`src/rtl/rx_symbol_demux.sv`:
```
// Receive framing demux: strips STP/SDP..END/EDB framing, forwards payload, decodes COM ordered sets.
// Latency: every output is registered one cycle after its symbol is sampled.
// Backpressure: none; one symbol is consumed every clock. Optional macro RX_ERR_CNT_EN adds err_count.
module rx_symbol_demux #(
    parameter int OS_LEN  = 4,   // ordered-set length including COM, 2..15
    parameter int MAX_PKT = 64,  // maximum payload bytes per packet
    parameter int LEN_W   = 7    // width of pkt_len, must hold MAX_PKT
) (
    input  logic             clk,
    input  logic             reset_L,
    input  logic [7:0]       D_in,
    input  logic             valid_in,
    output logic [7:0]       data_out,
    output logic             data_valid,
    output logic             sop,
    output logic             pkt_done,
    output logic [LEN_W-1:0] pkt_len,
    output logic             pkt_abort,
    output logic [7:0]       os_type,
    output logic             os_valid,
    output logic             framing_err
`ifdef RX_ERR_CNT_EN
    ,
    output logic [7:0]       err_count
`endif
);

    // Control symbols that steer the framer (SKP/IDL need no special handling:
    // they are ordinary K symbols in IDLE and ordinary type symbols in OSET).
    localparam logic [7:0] K_COM = 8'hBC;
    localparam logic [7:0] K_STP = 8'hFB;
    localparam logic [7:0] K_SDP = 8'h5C;
    localparam logic [7:0] K_END = 8'hFD;
    localparam logic [7:0] K_EDB = 8'hFE;

    localparam logic [3:0]       OS_LAST = 4'(OS_LEN);
    localparam logic [LEN_W-1:0] MAX_CNT = LEN_W'(MAX_PKT);

    typedef enum logic [1:0] {
        S_IDLE   = 2'd0,
        S_PACKET = 2'd1,
        S_OSET   = 2'd2
    } state_t;

    state_t           state_q;
    logic [LEN_W-1:0] byte_cnt_q;
    logic [3:0]       os_cnt_q;
    logic             first_pending_q;
    logic [7:0]       type_q;

    logic [7:0]       data_out_q;
    logic             data_valid_q;
    logic             sop_q;
    logic             pkt_done_q;
    logic [LEN_W-1:0] pkt_len_q;
    logic             pkt_abort_q;
    logic [7:0]       os_type_q;
    logic             os_valid_q;
    logic             framing_err_q;

    // Framing FSM with registered outputs; pulses default low every cycle.
    always_ff @(posedge clk or negedge reset_L) begin
        if (!reset_L) begin
            state_q         <= S_IDLE;
            byte_cnt_q      <= '0;
            os_cnt_q        <= '0;
            first_pending_q <= 1'b0;
            type_q          <= '0;
            data_out_q      <= '0;
            data_valid_q    <= 1'b0;
            sop_q           <= 1'b0;
            pkt_done_q      <= 1'b0;
            pkt_len_q       <= '0;
            pkt_abort_q     <= 1'b0;
            os_type_q       <= '0;
            os_valid_q      <= 1'b0;
            framing_err_q   <= 1'b0;
        end else begin
            data_valid_q  <= 1'b0;
            sop_q         <= 1'b0;
            pkt_done_q    <= 1'b0;
            pkt_abort_q   <= 1'b0;
            os_valid_q    <= 1'b0;
            framing_err_q <= 1'b0;

            case (state_q)
                S_IDLE: begin
                    if (valid_in) begin
                        // Payload outside a packet is dropped.
                        framing_err_q <= 1'b1;
                    end else if (D_in == K_COM) begin
                        state_q  <= S_OSET;
                        os_cnt_q <= 4'd1;
                    end else if (D_in == K_STP || D_in == K_SDP) begin
                        state_q         <= S_PACKET;
                        byte_cnt_q      <= '0;
                        first_pending_q <= 1'b1;
                    end
                end

                S_PACKET: begin
                    if (valid_in) begin
                        if (byte_cnt_q < MAX_CNT) begin
                            data_out_q      <= D_in;
                            data_valid_q    <= 1'b1;
                            sop_q           <= first_pending_q;
                            first_pending_q <= 1'b0;
                            byte_cnt_q      <= byte_cnt_q + 1'b1;
                        end else begin
                            // Overlong packet: discard without forwarding this byte.
                            framing_err_q <= 1'b1;
                            pkt_abort_q   <= 1'b1;
                            state_q       <= S_IDLE;
                        end
                    end else begin
                        case (D_in)
                            K_END: begin
                                if (byte_cnt_q != '0) begin
                                    pkt_done_q <= 1'b1;
                                    pkt_len_q  <= byte_cnt_q;
                                end else begin
                                    framing_err_q <= 1'b1;
                                    pkt_abort_q   <= 1'b1;
                                end
                                state_q <= S_IDLE;
                            end
                            K_EDB: begin
                                // Transmitter nullified the packet: not an error.
                                pkt_abort_q <= 1'b1;
                                state_q     <= S_IDLE;
                            end
                            K_COM: begin
                                framing_err_q <= 1'b1;
                                pkt_abort_q   <= 1'b1;
                                state_q       <= S_OSET;
                                os_cnt_q      <= 4'd1;
                            end
                            K_STP, K_SDP: begin
                                framing_err_q   <= 1'b1;
                                pkt_abort_q     <= 1'b1;
                                byte_cnt_q      <= '0;
                                first_pending_q <= 1'b1;
                            end
                            default: begin
                                framing_err_q <= 1'b1;
                                pkt_abort_q   <= 1'b1;
                                state_q       <= S_IDLE;
                            end
                        endcase
                    end
                end

                S_OSET: begin
                    if (valid_in) begin
                        framing_err_q <= 1'b1;
                        state_q       <= S_IDLE;
                    end else if (D_in == K_COM) begin
                        // A fresh COM restarts the ordered set.
                        framing_err_q <= 1'b1;
                        os_cnt_q      <= 4'd1;
                    end else if (os_cnt_q == 4'd1) begin
                        type_q <= D_in;
                        if (OS_LAST == 4'd2) begin
                            os_valid_q <= 1'b1;
                            os_type_q  <= D_in;
                            state_q    <= S_IDLE;
                        end else begin
                            os_cnt_q <= 4'd2;
                        end
                    end else if (D_in != type_q) begin
                        framing_err_q <= 1'b1;
                        state_q       <= S_IDLE;
                    end else if (os_cnt_q + 4'd1 == OS_LAST) begin
                        os_valid_q <= 1'b1;
                        os_type_q  <= type_q;
                        state_q    <= S_IDLE;
                    end else begin
                        os_cnt_q <= os_cnt_q + 4'd1;
                    end
                end

                default: begin
                    state_q <= S_IDLE;
                end
            endcase
        end
    end

    assign data_out    = data_out_q;
    assign data_valid  = data_valid_q;
    assign sop         = sop_q;
    assign pkt_done    = pkt_done_q;
    assign pkt_len     = pkt_len_q;
    assign pkt_abort   = pkt_abort_q;
    assign os_type     = os_type_q;
    assign os_valid    = os_valid_q;
    assign framing_err = framing_err_q;

`ifdef RX_ERR_CNT_EN
    logic [7:0] err_cnt_q;

    // Saturating count of framing_err pulses, sticks at FF.
    always_ff @(posedge clk or negedge reset_L) begin
        if (!reset_L) begin
            err_cnt_q <= '0;
        end else if (framing_err_q && err_cnt_q != 8'hFF) begin
            err_cnt_q <= err_cnt_q + 8'd1;
        end
    end

    assign err_count = err_cnt_q;
`endif

endmodule

```
`config.mk`:
```
export PLATFORM = sky130hd
export DESIGN_NAME = rx_symbol_demux
export DESIGN_NICKNAME = d
export VERILOG_FILES = /design/src/rtl/rx_symbol_demux.sv
export SDC_FILE = /design/constraint.sdc
export NUM_CORES = 1
export LEC_CHECK = 0
export BUFFER_PORTS_ARGS = -buffer_cell sky130_fd_sc_hd__buf_2
export CAP_MARGIN = 20
export CORE_MARGIN = 2
export CORE_UTILIZATION = 45
export DETAILED_ROUTE_END_ITERATION = 8
export PLACE_DENSITY = 0.71
export SYNTH_ARGS = -nofsm -noshare
export SYNTH_HDL_FRONTEND = slang
export SYNTH_SLANG_ARGS = --single-unit
export TNS_END_PERCENT = 20
```
`constraint.sdc`:
```
create_clock -name clk -period 3.1 [get_ports clk]
set_input_delay 0.155 -clock clk [delete_from_list [all_inputs] [get_ports clk]]
set_output_delay 0.155 -clock clk [all_outputs]
set_load 0.02 [all_outputs]
```
* Word level (Yosys, flattened, before mapping)
Index checks and enable logic that the tools add are counted.
W data, S select, Z words.
** Word-level totals
- Register bits after elaboration :: 51
- Input bits :: 11
- Output and inout bits :: 29
- Logic and storage cells :: 124
** Operators by class
- Add/sub/neg operators :: 2
- Order comparisons :: 1
- Equal/unequal tests :: 26
- Muxes and demuxes :: 63
- Bitwise logic cells :: 4
- Reductions and logical operators :: 14
** Operators by type and width (count)
- $mux W7 :: 6
- $mux W1 :: 33
- $eq A8 B8 Y1 const B :: 4
- $mux W4 :: 7
- $mux W2 :: 10
- $ne A3 B3 Y1 const B :: 6
- $reduce_and A6 Y1 :: 3
- $pmux W7 S2 :: 1
- $ne A4 B4 Y1 const B :: 3
- $ne A2 B2 Y1 const B :: 5
- $eq A8 B7 Y1 const B :: 1
- $ne A8 B8 Y1 :: 1
- $pmux W4 S2 :: 1
- $reduce_and A4 Y1 :: 2
- $add A7 B1 Y7 const B :: 1
- $lt A7 B7 Y1 const B :: 1
- $reduce_and A7 Y1 :: 1
- $reduce_bool A7 Y1 :: 1
- $pmux W2 S3 :: 1
- $add A4 B1 Y4 const B :: 1
- $eq A4 B1 Y1 const B :: 1
- $eq A4 B3 Y1 const B :: 1
- $not A1 Y1 :: 4
- $pmux W1 S2 :: 2
- other kinds (11) :: 13

* Depth between registers and ports, before layout
Gate-level depths: netlist (run 1).
- Depth in word-level cells :: 8
- Mapped depth :: 9
- Mapped depth without buffers :: 8

* Worst setup path after synthesis (run 1)
Ideal clock, no wire load.
- Path type :: input to register
- Start point :: input port D_in[0]
- End point :: register os_cnt_q[0]
- Setup time :: 0.127 ns
- Arrival :: 1.791 ns
- Required time :: 2.973 ns
- Path slack :: 1.182 ns
- Cell stages on the path :: 7
- Path buffers :: 1
- Cells stage by stage :: buf_2 > or3b_1 > nor4_2 > a221oi_1 > o221ai_2 > o21a_4 > mux2_1
** On the way
- Cells in the longest elaborated chain, start to end :: 4
- Elaborated cells on any way between the ends :: 9
- Classes of those cells :: eq/ne (5); mux (3); reduce/logical (1)
** Ends and longest elaborated chain
- start: declaration :: RTL line 11 : input logic [7:0] D_in,
- $eq A8 B8 Y1 :: RTL line 91, 116, 157
- $mux W4 :: RTL line 157 : end else if (D_in == K_COM) begin
- $mux W4 :: RTL line 154 : if (valid_in) begin
- $pmux W4 S2 :: RTL line 86 : case (state_q)
- end signal: assignment :: RTL line 178 : os_cnt_q <= os_cnt_q + 4'd1;
- end: declaration :: RTL line 47 : logic [3:0] os_cnt_q;
Parallel ways exist; a longest one is shown, timed or not. The select of a mux whose other input is x is not followed.
A chain may end at the register's enable or synchronous reset.

* Worst setup path after layout (run 1)
- Start point :: register os_cnt_q[1]
- End point :: register os_cnt_q[0]
** On the way
- Cells in the longest elaborated chain, start to end :: 5
- Elaborated cells on any way between the ends :: 10
- Classes of those cells :: add/sub (1); eq/ne (4); mux (4); reduce/logical (1)
** Ends and longest elaborated chain
- parallel branches: the longest is 5 deep, another holds $add A4 B1 Y4
Several ways; the timed one is not identified. The select of a mux whose other input is x is not followed.

==> impl_metrics.tcl, run 1 <==
set metrics [dict create \
    synth_nets 250 \
    postRouteAntennaNets 0 \
    vdd_drop_max_mv 0.2660 \
    fin_nets 289 \
    syn_avg_cell_area_um2 10.72 \
    wl_um 4756 \
    synth_edf_count 0 \
    io_pins 40 \
    drive_above_1_share 0.2909 \
    ys_types 48 \
    fin_crit_sh 0.6725 \
    synthTopCellsByArea "dfrtp_1 (51%), nand2_1 (5.8%), mux2_2 (5.4%)" \
    grt_pass1_wl_um 8155 \
    worstPathRequired_ns 3.28 \
    synth_area_leader_cell "dfrtp_1" \
    route.detailed.drc 0 \
    yosysMostFrequentCell "dfrtp_1" \
    crit_type "reg -> reg" \
    clock_skew_ns 0.003961 \
    dieArea_mm2 0.006214 \
    finalSetupTns_ns 0 \
    ys_ff_latch 51 \
    crit_arrival_ns 2.27 \
    maxCapViolations 0 \
    power_leakage_nw 1.455 \
    ys_seq_area_frac 0.5065 \
    slowest_delay_ns 0.42 \
    antenna_cells 0 \
    clk_latency_ns 0.29 \
    cp_cell_sequence "inv_1 > ha_1 > nor3b_1 > a22oi_1 > nand2b_1 > o221ai_2 > o21a_4 > mux2_1" \
    area_growth_pct 14.35 \
    ys_top_cells_by_count "dfrtp_1 (51), nand2_1 (39), o21ai_0 (16)" \
    vias_per_cell 5.213 \
    grt_use_total 0.1648 \
    routed-via-count 1809 \
    slew_headroom 0.6370 \
    die_w_um 78.83 \
    status "finished, final reports clean" \
    cts.sinks 51 \
    max_freq_mhz 479.7 \
    syn_area_mm2 0.002520 \
    cts_max_level 2 \
    drt_first_pass_iters 4 \
    final_hold_viol_count 0 \
    async_flop_share 1.000 \
    maxSlewViolCount 0 \
    place_area_mm2 0.002768 \
    cp-start-kind "flop" \
    postCtsSetupRepairBufs 0 \
    fillers 496 \
    row_count 27 \
    clock-root-buffer "clkbuf_8" \
    worst_pin_slew_ns 0.5427 \
    finalCriticalPeriod_ns 2.085 \
    start_util 0.4604 \
    powerDensity_mw_per_mm2 585.0 \
    synth_cells 235 \
    path_clk_slew_ns 0.09 \
    hold_class "in -> reg" \
    cts_tree "yes" \
    drt_first_iter_violations 77 \
    crit_fanout 5 \
    antenna_found_initial 0 \
    design_area_mm2 0.002882 \
    rsz0062_at_grt "false" \
    coreArea_mm2 0.005473 \
    cts_resized 0 \
    synth_top_area_share 0.5065 \
    synthFlopType "dfrtp_1" \
    avgRoutedWirePerCell_um 13.71 \
    cts.path.max_buffers 2 \
    setup_viol_count_final 0 \
    critPathSlowestCell "dfrtp_1" \
    grt_max_degree 31 \
    crit_path_end_kind "flop" \
    io_buffers 39 \
    regToRegSetupSlack_ns 1.02 \
    routabilityCongestion 0.8437 \
    synth_warnings 0 \
    dp_hpwl_um 3644 \
    cts_made_buffers 5 \
    die_h_um 78.83 \
    grt_pass1_vias 1731 \
    overflow 0 \
]
==> placed cells by master (no fill, tap or decap), types with 2 or more instances in the layout <==
cell       Yosys  layout
nor2_1        11      11
xor2_1         8       8
mux2_1         2       2
or2_2          2       2
nor4_1         3       3
nor3b_1        3       3
dfrtp_1       51      51
o22ai_1        2       2
nand2_1       39      39
a2bb2oi_1      2       2
nand4_1        3       3
a21oi_1        4       4
o21ai_0       16      16
mux2_2        12      12
mux2i_1        2       2
buf_2          4      39
nand3_1        9       9
mux2_4         8       8
or3b_1         2       2
inv_1         11      11
nand2b_1       2       2
and3_1         3       3
ha_1           4       4
clkbuf_8       0       7
nor3_1         4       4
==> final cells by class <==
class | instances | area [um2] | area share
multi-input combinational | 163 | 1137 | 0.3947
timing repair buffer | 42 | 232.7 | 0.08076
sequential | 51 | 1276 | 0.4429
clock buffer | 7 | 96.34 | 0.03343
inverter | 11 | 41.29 | 0.01433
clock inverter | 1 | 7.507 | 0.002605
tap | 72 | 90.09 | 0.03126
==> per-layer routing <==
metal  GRT usage  routed length, um
met4     0.03621                 33
met2      0.2863               2343
met1      0.2130               2147
met3     0.03523                232
met5           0                  0
==> worst max-delay path: cells and delay by family (launching register included) <==
family / cells / cell delay (ns)
DFF: 1 / 0.42
and+or+nand+nor: 2 / 0.51
AOI/OAI and AO/OA: 3 / 0.48
buffers and inverters: 1 / 0.07
adders and majority gates: 1 / 0.17
muxes: 1 / 0.32
==> state kept, by name, indices dropped and copies added (netlist names), 2 cells and up <==
signal	cells
byte_cnt_q	7
pkt_len	7
state_q	2
data_out	8
os_type	8
os_cnt_q	4
type_q	8
==> kinds of logic (layout without fill, tap and decap cells) <==
group / count (synthesis) / in the layout / share of synthesized area
and+or+nand+nor: 90 / 90 / 0.1872
buffers and inverters: 21 / 61 / 0.04220
muxes: 24 / 24 / 0.1182
DFF: 51 / 51 / 0.5065
xor gates and xnor gates: 8 / 8 / 0.02781
adders and majority gates: 4 / 4 / 0.01986
AOI/OAI and AO/OA: 37 / 37 / 0.09832
==> per-stage QoR <==
step / setup slack, ns / total power, mW / utilization / hold WS [ns] / std cells
6_report: 1.015 / 1.686 / 0.5265 / 0.1691 / 347
2_1_floorplan: 1.182 / 1.185 / - / -0.1406 / 235
5_1_grt: 0.8978 / 1.792 / 0.5265 / 0.1790 / 347
3_5_place_dp: 0.9373 / 1.293 / 0.5057 / 0.1478 / 338
4_1_cts: 0.9922 / 1.706 / 0.5265 / 0.1637 / 347
3_3_place_gp: 0.9805 / 1.271 / 0.5021 / 0.4345 / 337
==> repair_timing <==
| item | CTS | global route |
|---|---|---|
| setup endpoints to repair | 0 | 0 |
| endpoints found under the hold margin | 21 | 0 |
| hold buffers | 1 | 0 |
==> power by group <==
group | total, mW | internal (mW) | switching (mW)
logic | 0.424 | 0.215 | 0.209
registers | 0.853 | 0.758 | 0.0960
clock network | 0.408 | 0.203 | 0.205
==> final timing paths <==
check / start / endpoint / depth (start not counted)
min: D_in[5] / type_q[5] / 2
max reg2reg: os_cnt_q[1] / os_cnt_q[0] / 8
min reg2reg: os_type[1] / os_type[1] / 2
max in group asynchronous: reset_L / data_out[6] / 3
min in group asynchronous: reset_L / os_cnt_q[3] / 2
max: os_cnt_q[1] / os_cnt_q[0] / 8
(Power assumes the default switching activity.)
==> run 2: changes to the inputs <==
Settings changed: PLACE_DENSITY 0.71 to 0.73.
Clock period 3.1 ns to 1.8 ns, I/O delays scaled along.
==> run 2 against run 1 <==
Net effect:
- routed wire length up 20%
- critical path depth down 2
- the run now ends with setup timing left
- global-route usage is 2.7 points higher
- design area grew 16%
- non-clock buffer count rose by 41
- sequential share of layout area is 6.0 points lower
==> impl_metrics.tcl, run 2 (same netlist as run 1, synthesis figures left out) <==
set metrics [dict create \
    status "finished with violations" \
    violations "setup timing" \
    start_util 0.4604 \
    fin_crit_sh 1.053 \
    internal_power_mw 2.398 \
    grt_pass1_vias 2047 \
    hold_class "in -> reg" \
    finalCriticalPeriod_ns 1.895 \
    powerDensity_mw_per_mm2 1043 \
    cp_cell_sequence "xor2_1 > nor4_2 > nand2_1 > o221ai_2 > o21a_4 > mux2_4" \
    drt_first_iter_violations 121 \
    antenna_cells 0 \
    crit_family "simple AND/OR/NAND/NOR gates" \
    final_hold_viol_count 0 \
    path_clk_slew_ns 0.09 \
    fin_nets 330 \
    worstPathRequired_ns 1.99 \
    io_buffers 39 \
    dp_hpwl_um 3978 \
    p_switching_mw 1.082 \
    rsz0062_at_grt "true" \
    ff2ff_path_depth 6 \
    slew_headroom 0.6373 \
    coreArea_mm2 0.005473 \
    clk_latency_ns 0.30 \
    crit_buf_inv 0 \
    dieArea_mm2 0.006214 \
    regArea_mm2 0.001277 \
    crit_type "reg -> reg" \
    cts.path.max_buffers 2 \
    cp-start-kind "flop" \
    clkPwrFrac 0.208 \
    vdd_drop_max_mv 0.5253 \
    clock_skew_ns 0.006798 \
    grt_pass1_wl_um 9584 \
    grt_max_degree 31 \
    antenna_found_initial 0 \
    cts_tree "yes" \
    io_pins 40 \
    cts_max_level 2 \
    maxCapViolations 0 \
    swShare 0.3110 \
    grt_use_total 0.1923 \
    drt_first_pass_iters 4 \
    drive_above_1_share 0.4525 \
    crit_fanout 4 \
    critPathSlowestCell "dfrtp_1" \
    whs_path_depth 2 \
    crit_arrival_ns 2.09 \
    vias_per_cell 5.134 \
    area_growth_pct 32.37 \
    row_count 27 \
    comb_power_share 0.377 \
    pre_cts_ws_ns -0.09736 \
    cts.sinks 51 \
    multi_input_area_mm2 0.001246 \
    worst_pin_slew_ns 0.5440 \
    final_common_cell "dfrtp_1" \
    final_util 0.6095 \
    seq_power_share 0.414 \
    cts_made_buffers 5 \
    fin_ws_ns -0.09462 \
    routed-via-count 1992 \
    fillers 449 \
    die_h_um 78.83 \
    max_freq_mhz 527.8 \
    routabilityCongestion 0.8365 \
    postRouteAntennaNets 0 \
    wl_um 5694 \
    setup_viol_count_final 12 \
    maxSlewViolCount 0 \
    clock-root-buffer "clkbuf_8" \
    power_leakage_nw 1.692 \
    mostFrequentLayoutCells "dfrtp_1 (50), buf_2 (39), buf_4 (37)" \
    route.detailed.drc 0 \
    avgRoutedWirePerCell_um 14.68 \
    slowest_delay_ns 0.42 \
    overflow 0 \
    die_w_um 78.83 \
    cp_num_cells 6 \
    whs_ns 0.1005 \
    crit_path_end_kind "flop" \
]
[run 2: cell count changes in the layout (fill, tap and decap cells not counted), sizes merged]
cell / previous run / this run
buf: 41 / 82
[run 2: final timing paths]
path                             from          end  slack, ns
setup reg to reg            type_q[4]  os_cnt_q[0]      -0.09
setup / recovery            type_q[4]  os_cnt_q[0]      -0.09
hold reg to reg            os_type[0]   os_type[0]       0.47
hold / removal                D_in[5]    type_q[5]       0.10
max in group asynchronous     reset_L   state_q[0]       0.95
min in group asynchronous     reset_L   os_type[0]       0.29
[run 2: repair_timing]
item,in CTS,in global routing
hold buffers,1,0
gates cloned,0,0
resized for setup,12,11
endpoints found under the hold margin,21,0
setup endpoints to repair,20,25
setup buffers,5,0
pin swaps,17,1
[run 2: stage by stage]
stage          TNS, ns  instances  total power, mW  instance area, um2
4_1_cts        -0.6688        388            3.403                3287
2_1_floorplan  -0.2406        235            2.067                2545
3_3_place_gp   -0.6621        374            2.482                3075
3_5_place_dp    -1.141        374            2.522                3075
5_1_grt         -2.023        388            3.668                3336
6_report       -0.7130        388            3.480                3336
[run 2: worst reg2reg max path: cells and delay by family, from the launching register on]
kind	cells	cell delay [ns]
simple gates	2	0.47
flops	1	0.42
compound gates	2	0.41
mux	1	0.30
xor+xnor	1	0.18
[run 2: power by group through the flow]
stage                     combinational [mW]  sequential [mW]  clock [mW]
after global routing                    1.43             1.46       0.776
after floorplan                        0.592             1.47           0
after global placement                  1.05             1.43           0
final                                   1.31             1.44       0.725
after detailed placement                1.08             1.44           0
after CTS                               1.23             1.43       0.746
[run 2: layout make-up]
cell class / instances / area share
clock buffers: 7 / 0.02888
clock inverters: 1 / 0.002251
inverters: 11 / 0.01238
multi-input cells: 163 / 0.3736
flip-flops and latches: 51 / 0.3830
well taps: 72 / 0.02701
repair buffers: 83 / 0.1729
[run 2: layer usage]
metal / share of wire / vias to the layer above / global-route usage
li1: - / 981 / -
met1: 0.45 / 958 / 0.2569
met2: 0.50 / 44 / 0.3256
met3: 0.037 / 9 / 0.03750
met4: 0.010 / 0 / 0.04483
met5: 0 / - / 0
